File: src/rtl/pam_gray_mapper.sv
// Serial-bit to PAM-M symbol mapper with Gray/natural mapping.
// Packs BPS bits MSB-first into a 2-entry valid/ready output buffer.
module pam_gray_mapper #(
  parameter int BPS   = 2,
  parameter int CNT_W = 16
) (
  input  logic             clk,
  input  logic             rstn,
  input  logic             gray_en,
  input  logic             in_valid,
  input  logic             in_data,
  output logic             in_ready,
  input  logic             flush,
  output logic             out_valid,
  output logic [BPS-1:0]   out_symbol,
  output logic             out_padded,
  input  logic             out_ready,
  output logic [CNT_W-1:0] sym_count
);

  localparam int PW = (BPS > 1) ? BPS - 1 : 1;
  localparam int CW = (BPS > 1) ? $clog2(BPS) : 1;
  localparam logic [CW-1:0] LAST = CW'(BPS - 1);

  typedef struct packed {
    logic [BPS-1:0] sym;
    logic           pad;
  } ent_t;

  function automatic logic [BPS-1:0] map_sym(
    input logic [BPS-1:0] w,
    input logic           g
  );
    return g ? (w ^ (w >> 1)) : w;
  endfunction

  logic [PW-1:0]    partial_q, partial_d;
  logic [CW-1:0]    cnt_q, cnt_d;
  logic             flush_pending_q, flush_pending_d;
  ent_t             e0_q, e0_d;
  ent_t             e1_q, e1_d;
  logic [1:0]       fcnt_q, fcnt_d;
  logic [CNT_W-1:0] scnt_q, scnt_d;

  logic           acc;
  logic           pop;
  logic           full;
  logic           last;
  logic           push;
  ent_t           push_ent;
  logic [BPS-1:0] word_full;
  logic [BPS-1:0] word_pad;

  assign full       = (fcnt_q == 2'd2);
  assign in_ready   = rstn && !full && !flush_pending_q;
  assign out_valid  = (fcnt_q != 2'd0);
  assign out_symbol = e0_q.sym;
  assign out_padded = e0_q.pad;
  assign sym_count  = scnt_q;

  assign acc  = in_valid && in_ready;
  assign pop  = out_valid && out_ready;
  assign last = (cnt_q == LAST);

  assign word_full = BPS'({partial_q, in_data});
  // Accepted bits sit right-aligned; shift them up to the MSBs.
  assign word_pad  = BPS'({partial_q, 1'b0} << (LAST - cnt_q));

  always_comb begin
    partial_d       = partial_q;
    cnt_d           = cnt_q;
    flush_pending_d = flush_pending_q;
    push            = 1'b0;
    push_ent        = '0;
    unique case (1'b1)
      acc && last: begin
        push            = 1'b1;
        push_ent.sym    = map_sym(word_full, gray_en);
        push_ent.pad    = 1'b0;
        cnt_d           = '0;
        partial_d       = '0;
        flush_pending_d = 1'b0;
      end
      acc && !last: begin
        cnt_d           = cnt_q + CW'(1);
        partial_d       = PW'({partial_q, in_data});
        flush_pending_d = flush;
      end
      !acc && flush_pending_q && (cnt_q == '0): begin
        flush_pending_d = 1'b0;
      end
      !acc && flush_pending_q && (cnt_q != '0) && !full: begin
        push            = 1'b1;
        push_ent.sym    = map_sym(word_pad, gray_en);
        push_ent.pad    = 1'b1;
        cnt_d           = '0;
        partial_d       = '0;
        flush_pending_d = 1'b0;
      end
      !acc && !flush_pending_q && flush && (cnt_q != '0): begin
        flush_pending_d = 1'b1;
      end
      default: ;
    endcase
  end

  always_comb begin
    e0_d   = e0_q;
    e1_d   = e1_q;
    fcnt_d = fcnt_q;
    unique case ({push, pop})
      2'b10: begin
        if (fcnt_q == 2'd0) e0_d = push_ent;
        else                e1_d = push_ent;
        fcnt_d = fcnt_q + 2'd1;
      end
      2'b01: begin
        e0_d   = e1_q;
        fcnt_d = fcnt_q - 2'd1;
      end
      2'b11: begin
        if (fcnt_q == 2'd1) begin
          e0_d = push_ent;
        end else begin
          e0_d = e1_q;
          e1_d = push_ent;
        end
      end
      default: ;
    endcase
  end

  assign scnt_d = pop ? scnt_q + CNT_W'(1) : scnt_q;

  always_ff @(posedge clk) begin
    if (!rstn) begin
      partial_q       <= '0;
      cnt_q           <= '0;
      flush_pending_q <= 1'b0;
      e0_q            <= '0;
      e1_q            <= '0;
      fcnt_q          <= '0;
      scnt_q          <= '0;
    end else begin
      partial_q       <= partial_d;
      cnt_q           <= cnt_d;
      flush_pending_q <= flush_pending_d;
      e0_q            <= e0_d;
      e1_q            <= e1_d;
      fcnt_q          <= fcnt_d;
      scnt_q          <= scnt_d;
    end
  end

endmodule
File: config.mk
export PLATFORM = sky130hd
export DESIGN_NAME = pam_gray_mapper
export DESIGN_NICKNAME = d
export VERILOG_FILES = /design/src/rtl/pam_gray_mapper.sv
export SDC_FILE = /design/constraint.sdc
export NUM_CORES = 1
export LEC_CHECK = 0
export CORE_MARGIN = 5
export CORE_UTILIZATION = 54
export DETAILED_ROUTE_END_ITERATION = 8
export PLACE_DENSITY = 0.91
export SYNTH_ARGS = -nofsm -noshare
export SYNTH_HDL_FRONTEND = slang
export SYNTH_SLANG_ARGS = --single-unit
File: constraint.sdc
create_clock -name clk -period 3.65 [get_ports clk]
set_input_delay 0.365 -clock clk [delete_from_list [all_inputs] [get_ports clk]]
set_output_delay 0.365 -clock clk [all_outputs]
set_load 0.1 [all_outputs]
Word level (Yosys, flattened, before mapping). Cells that the tools add are included.

Register bits after elaboration: 27. Bits of input ports: 7. Word-level logic and storage cells: 68. Output and inout port bits: 21.

Mux-type cells: 14. Equal/unequal tests: 8. Add/subtract/negate cells: 5. Reductions and logical operators: 28. Bitwise logic cells: 3. Shifts and indexed selects: 1.

Operator list (count): $add A16 B1 Y16 const B (1); $logic_and A1 B1 Y1 (13); $mux W3 (4); $pmux W3 S2 (2); $pmux W3 S3 (1); $reduce_bool A2 Y1 (4); $eq A2 B2 Y1 const B (3); $ne A2 B2 Y1 const B (3); $reduce_bool A3 Y1 (2); $eq A2 B1 Y1 const B (2); $logic_not A1 Y1 (4); $mux W2 (2); $pmux W1 S2 (2); $pmux W2 S2 (1); $xor A2 B1 Y2 (2); $pmux W1 S3 (1); $reduce_and A3 Y1 (1); $reduce_or A3 Y1 (1); $add A2 B1 Y2 const B (1); $logic_not A2 Y1 (1); $reduce_and A2 Y1 (1); $reduce_or A2 Y1 (1); $shl A2 B1 Y2 (1); $sub A2 B1 Y2 const B (1); 4 further kinds (4).

Logic depth before layout (Yosys ltp).
Word-level depth: 14. Gate-level depth with buffers: 9. Depth with buffers taken out: 9.

Least setup slack after synthesis. Ideal clock, no wire load.

Path type: input to output. Start point: input port rstn. End point: output port in_ready. Setup slack: 0.514 ns. Path buffers: 2. Arrival: 2.771 ns. Data required time: 3.285 ns. Cell stages on the path: 4. Cell sequence: buf_2 inv_1 buf_6 nor3_1.

Word-level cells in the longest chain between the ends: 2.

Ends and longest elaborated chain: from (decl) (RTL line 8) `input logic rstn,`; $logic_and A1 B1 Y1 (2 in series) (RTL line 55) `assign in_ready = rstn && !full && !flush_pending_q;`; to (decl) (RTL line 12) `output logic in_ready,`.

No other way between the ends.

Worst setup path in the final report.
Start point: register fcnt_q[0]. End point: output port out_valid.

Word-level cells in the longest chain between the ends: 1.

Ends and longest elaborated chain: from (decl) (RTL line 42) `logic [1:0] fcnt_q, fcnt_d;`; from (signal assigned) (RTL line 150) `fcnt_q <= fcnt_d;`; $reduce_bool A2 Y1 (RTL line 56) `assign out_valid = (fcnt_q != 2'd0);`; to (decl) (RTL line 14) `output logic out_valid,`.

No other way between the ends.

==> out/summary.txt <==
STA
------------------------------------------------------------------------------------------
Worst-case headroom to the max-slew limit                                            33.3%
Post-route worst setup slack                                                       1040 ps
Max-slew violations                                                                      0
Total count of hold-check failures in the final report                                   0
Post-route fraction of the period consumed by the critical path                      71.4%
Setup TNS Final                                                                       0 ps
Unrepaired setup endpoints after global routing                                         no
Clk_skew                                                                           2.11 ps
Setup violators final                                                                    0
Period minus WS final                                                              2610 ps
Slew @ Worst Pin                                                                    997 ps
Max Clock Freq                                                                     384 MHz

LOGIC SYNTHESIS
------------------------------------------------------------------------------------------
Synthesized area                                                                  1360 um2
Top cells by area in the synthesized netlist                                  sky130_fd_sc_hd__dfxtp_1 40%, sky130_fd_sc_hd__xor2_1 8.4%, sky130_fd_sc_hd__ha_1 6.5%, sky130_fd_sc_hd__nor2_1 5.5%, sky130_fd_sc_hd__o21ai_0 3.7%
Top-count cell post-synth                                                     sky130_fd_sc_hd__dfxtp_1
Post-Syn Nets                                                                          166
Yosys top cell area share                                                            39.8%
Async set or reset register ratio after synthesis                                       0%
Portion of the post-synthesis area used by sequential elements                       39.8%
Distinct cells, synth                                                                   38
Synthesis-stage register bit count                                                      27
Synthesized instance count                                                             152
Number of warnings printed during yosys synthesis                                        0
Mean post-synth cell area                                                         8.93 um2
Count of flip-flops with a built-in enable after synthesis                               0
Most instantiated flip-flop cell in the synthesis netlist                     sky130_fd_sc_hd__dfxtp_1
Most instantiated cells after synthesis                                       27 x sky130_fd_sc_hd__dfxtp_1, 20 x sky130_fd_sc_hd__nor2_1, 13 x sky130_fd_sc_hd__xor2_1
Library cell with the largest summed area after synthesis                     sky130_fd_sc_hd__dfxtp_1

GLOBAL ROUTING
------------------------------------------------------------------------------------------
Initial antenna violation count                                                          0
Maximum number of pins on one net before global-route repair                            24
Gr ovfl total                                                                            0
Global-route total usage across every layer                                          17.9%
First-pass GRT wire length                                                         5020 um
Via count of the first global-routing pass                                           1,145

CLOCK NETWORK
------------------------------------------------------------------------------------------
Num CTS Buffers                                                                          3
Clock latency at the later pin of the worst-skew pair                               320 ps
Clock edge transition at the registers on the reported setup and hold paths         140 ps
Count of hold buffers inserted by post-cts repair                                        0
Post-CTS setup buffer count                                                              0
Clock tree from TritonCTS                                                              yes
CTS HTree Levels                                                                         1
Number of gates given a new drive strength after cts                                     0
Clock root buffer master                                                      sky130_fd_sc_hd__clkbuf_4
Num Clock Sinks                                                                         27
Largest buffer count on any clock path                                                   2

PWR
------------------------------------------------------------------------------------------
Worst IR Drop VDD                                                               0.000492 V
Leak                                                                              0.650 nW
Overall power                                                                    0.00102 W
Total power divided by cell area                                                618 nW/um2

CELLS AND AREA
------------------------------------------------------------------------------------------
Layout Area Growth over Synthesis                                                    21.5%
Layout cell share with drive strength beyond 1                                       3.95%
Antenna cell count                                                                       0
Layout net count                                                                       192

WORST SETUP PATH
------------------------------------------------------------------------------------------
Worst setup path category                                                     flop to output port
Critical register-to-register path endpoint                                     out_padded
Maximum fanout along the worst path                                                      6
Required arrival time at the worst endpoint                                        3280 ps
Worst Setup EP                                                                   out_valid
R2R depth                                                                                9
Worst endpoint data arrival time                                                   2240 ps
Setup slack of the worst register-to-register path                                 1190 ps
Critical register-to-register path startpoint                                    fcnt_q[0]
CP Launch Type                                                                        flop
Endpoint kind of the worst setup timing path                                   output port
Launching instance or port of the critical path                                  fcnt_q[0]

FLOORPLANNING
------------------------------------------------------------------------------------------
Die height                                                                         60.1 um
Std-Cell Core Area                                                                2430 um2
Horizontal die dimension                                                           60.1 um
Number of rows in the core area                                                         18
# IOs                                                                                   28
Initial Utilization                                                                  55.8%
Die Footprint                                                                     3620 um2

RUN STATUS
------------------------------------------------------------------------------------------
Outcome                                                                          completed

ROUTING
------------------------------------------------------------------------------------------
Final routed wirelength across all metal layers                                    2890 um
Number of iterations in the first detailed-routing pass                                  4
Routed wire per std cell                                                           14.0 um
Number of vias in the routed layout                                                  1,190
Via density per instance                                                              5.75
Post-route DRC                                                                           0
Antenna viol nets, final                                                                 0
Detailed Route Iter0 Violations                                                         45

PLACEMENT
------------------------------------------------------------------------------------------
Number of buffer cells added on primary ports                                           27
Final weighted congestion in routability-driven placement                            0.904
HPWL Detailed                                                                      2170 um
Minimum setup slack after placement                                                1100 ps

RUN
------------------------------------------------------------------------------------------
Max-cap violations                                                                       0

MIN PATH
------------------------------------------------------------------------------------------
Beginning of the worst hold path                                              sym_count[15]
Class of the tightest hold or removal check                                   flop to flop

[final cells by class]
cell class	count	area, um2
Fill cell	193	783
Multi-Input combinational cell	112	751
Sequential cell	27	541
Timing Repair Buffer	27	268
Tap cell	30	37.5
Clock buffer	4	26.3
Inverter	7	26.3
[cell families after synthesis]
| group | after synthesis | synth area share [%] |
|---|---|---|
| xor+xnor | 15 | 9.68 |
| buf+inv | 13 | 4.89 |
| compound gates | 26 | 11.5 |
| mux | 3 | 2.21 |
| simple gates | 61 | 25.4 |
| flops | 27 | 39.8 |
| fa+ha+maj | 7 | 6.45 |
[critical path: stages, from the launching register on]
cell	delay [ps]
sky130_fd_sc_hd__dfxtp_1	390
sky130_fd_sc_hd__inv_1	70
sky130_fd_sc_hd__ha_1	260
sky130_fd_sc_hd__inv_1	80
sky130_fd_sc_hd__clkdlybuf4s50_1	1120
[cell usage in the layout (no fill, tap or decap), types with 2 or more instances in the layout]
cell | synthesis | layout
sky130_fd_sc_hd__a21oi_1 | 7 | 7
sky130_fd_sc_hd__a31oi_1 | 2 | 2
sky130_fd_sc_hd__and2_1 | 2 | 2
sky130_fd_sc_hd__and3b_1 | 2 | 2
sky130_fd_sc_hd__and4b_1 | 2 | 2
sky130_fd_sc_hd__clkbuf_4 | 0 | 3
sky130_fd_sc_hd__clkdlybuf4s50_1 | 0 | 26
sky130_fd_sc_hd__dfxtp_1 | 27 | 27
sky130_fd_sc_hd__ha_1 | 7 | 7
sky130_fd_sc_hd__inv_1 | 7 | 7
sky130_fd_sc_hd__mux2i_1 | 3 | 3
sky130_fd_sc_hd__nand2_1 | 8 | 8
sky130_fd_sc_hd__nand3_1 | 5 | 5
sky130_fd_sc_hd__nand4_1 | 7 | 7
sky130_fd_sc_hd__nor2_1 | 20 | 20
sky130_fd_sc_hd__nor2b_1 | 2 | 2
sky130_fd_sc_hd__nor3_1 | 2 | 2
sky130_fd_sc_hd__o21ai_0 | 10 | 10
sky130_fd_sc_hd__or3_1 | 2 | 2
sky130_fd_sc_hd__xnor2_1 | 2 | 2
sky130_fd_sc_hd__xor2_1 | 13 | 13
[routing by layer]
metal | vias up | global-route usage, % | share of wire [%]
li1 | 586 | - | -
met1 | 553 | 21.7 | 42
met2 | 43 | 30.9 | 50
met3 | 8 | 3.46 | 5.2
met4 | 0 | 6.65 | 2.1
met5 | - | 0 | 0
[through the flow]
step	instance area (um2)	util [%]	hold WS, ps	instances
floorplan	1360	-	447	152
global placement	1620	66.7	470	203
detailed placement	1620	66.7	485	203
CTS	1650	67.8	513	207
global route	1650	67.8	533	207
finish	1650	67.8	504	207
[worst min-delay path by stage]
| stage | endpoint | cells past startpoint |
|---|---|---|
| after floorplan | e1_q[0] | 2 |
| after global placement | sym_count[15] | 2 |
| after detailed placement | e1_q[2] | 2 |
| after CTS | sym_count[1] | 2 |
| after global routing | out_padded | 2 |
| final | sym_count[15] | 2 |
[where the power goes]
| part | internal (W) | switching, W | leakage, nW |
|---|---|---|---|
| Clock | 0.0000428 | 0.0000863 | 0.0150 |
| Sequential | 0.000336 | 0.0000368 | 0.219 |
| Combinational | 0.000145 | 0.000372 | 0.416 |
[state kept, by name, summed over array words and instances, names as in the netlist]
signal,flops
cnt_q,1
e1_q,3
fcnt_q,2
flush_pending_q,1
out_padded,1
out_symbol,2
partial_q,1
sym_count,16
Note: power is estimated with default switching activity, not from simulation.
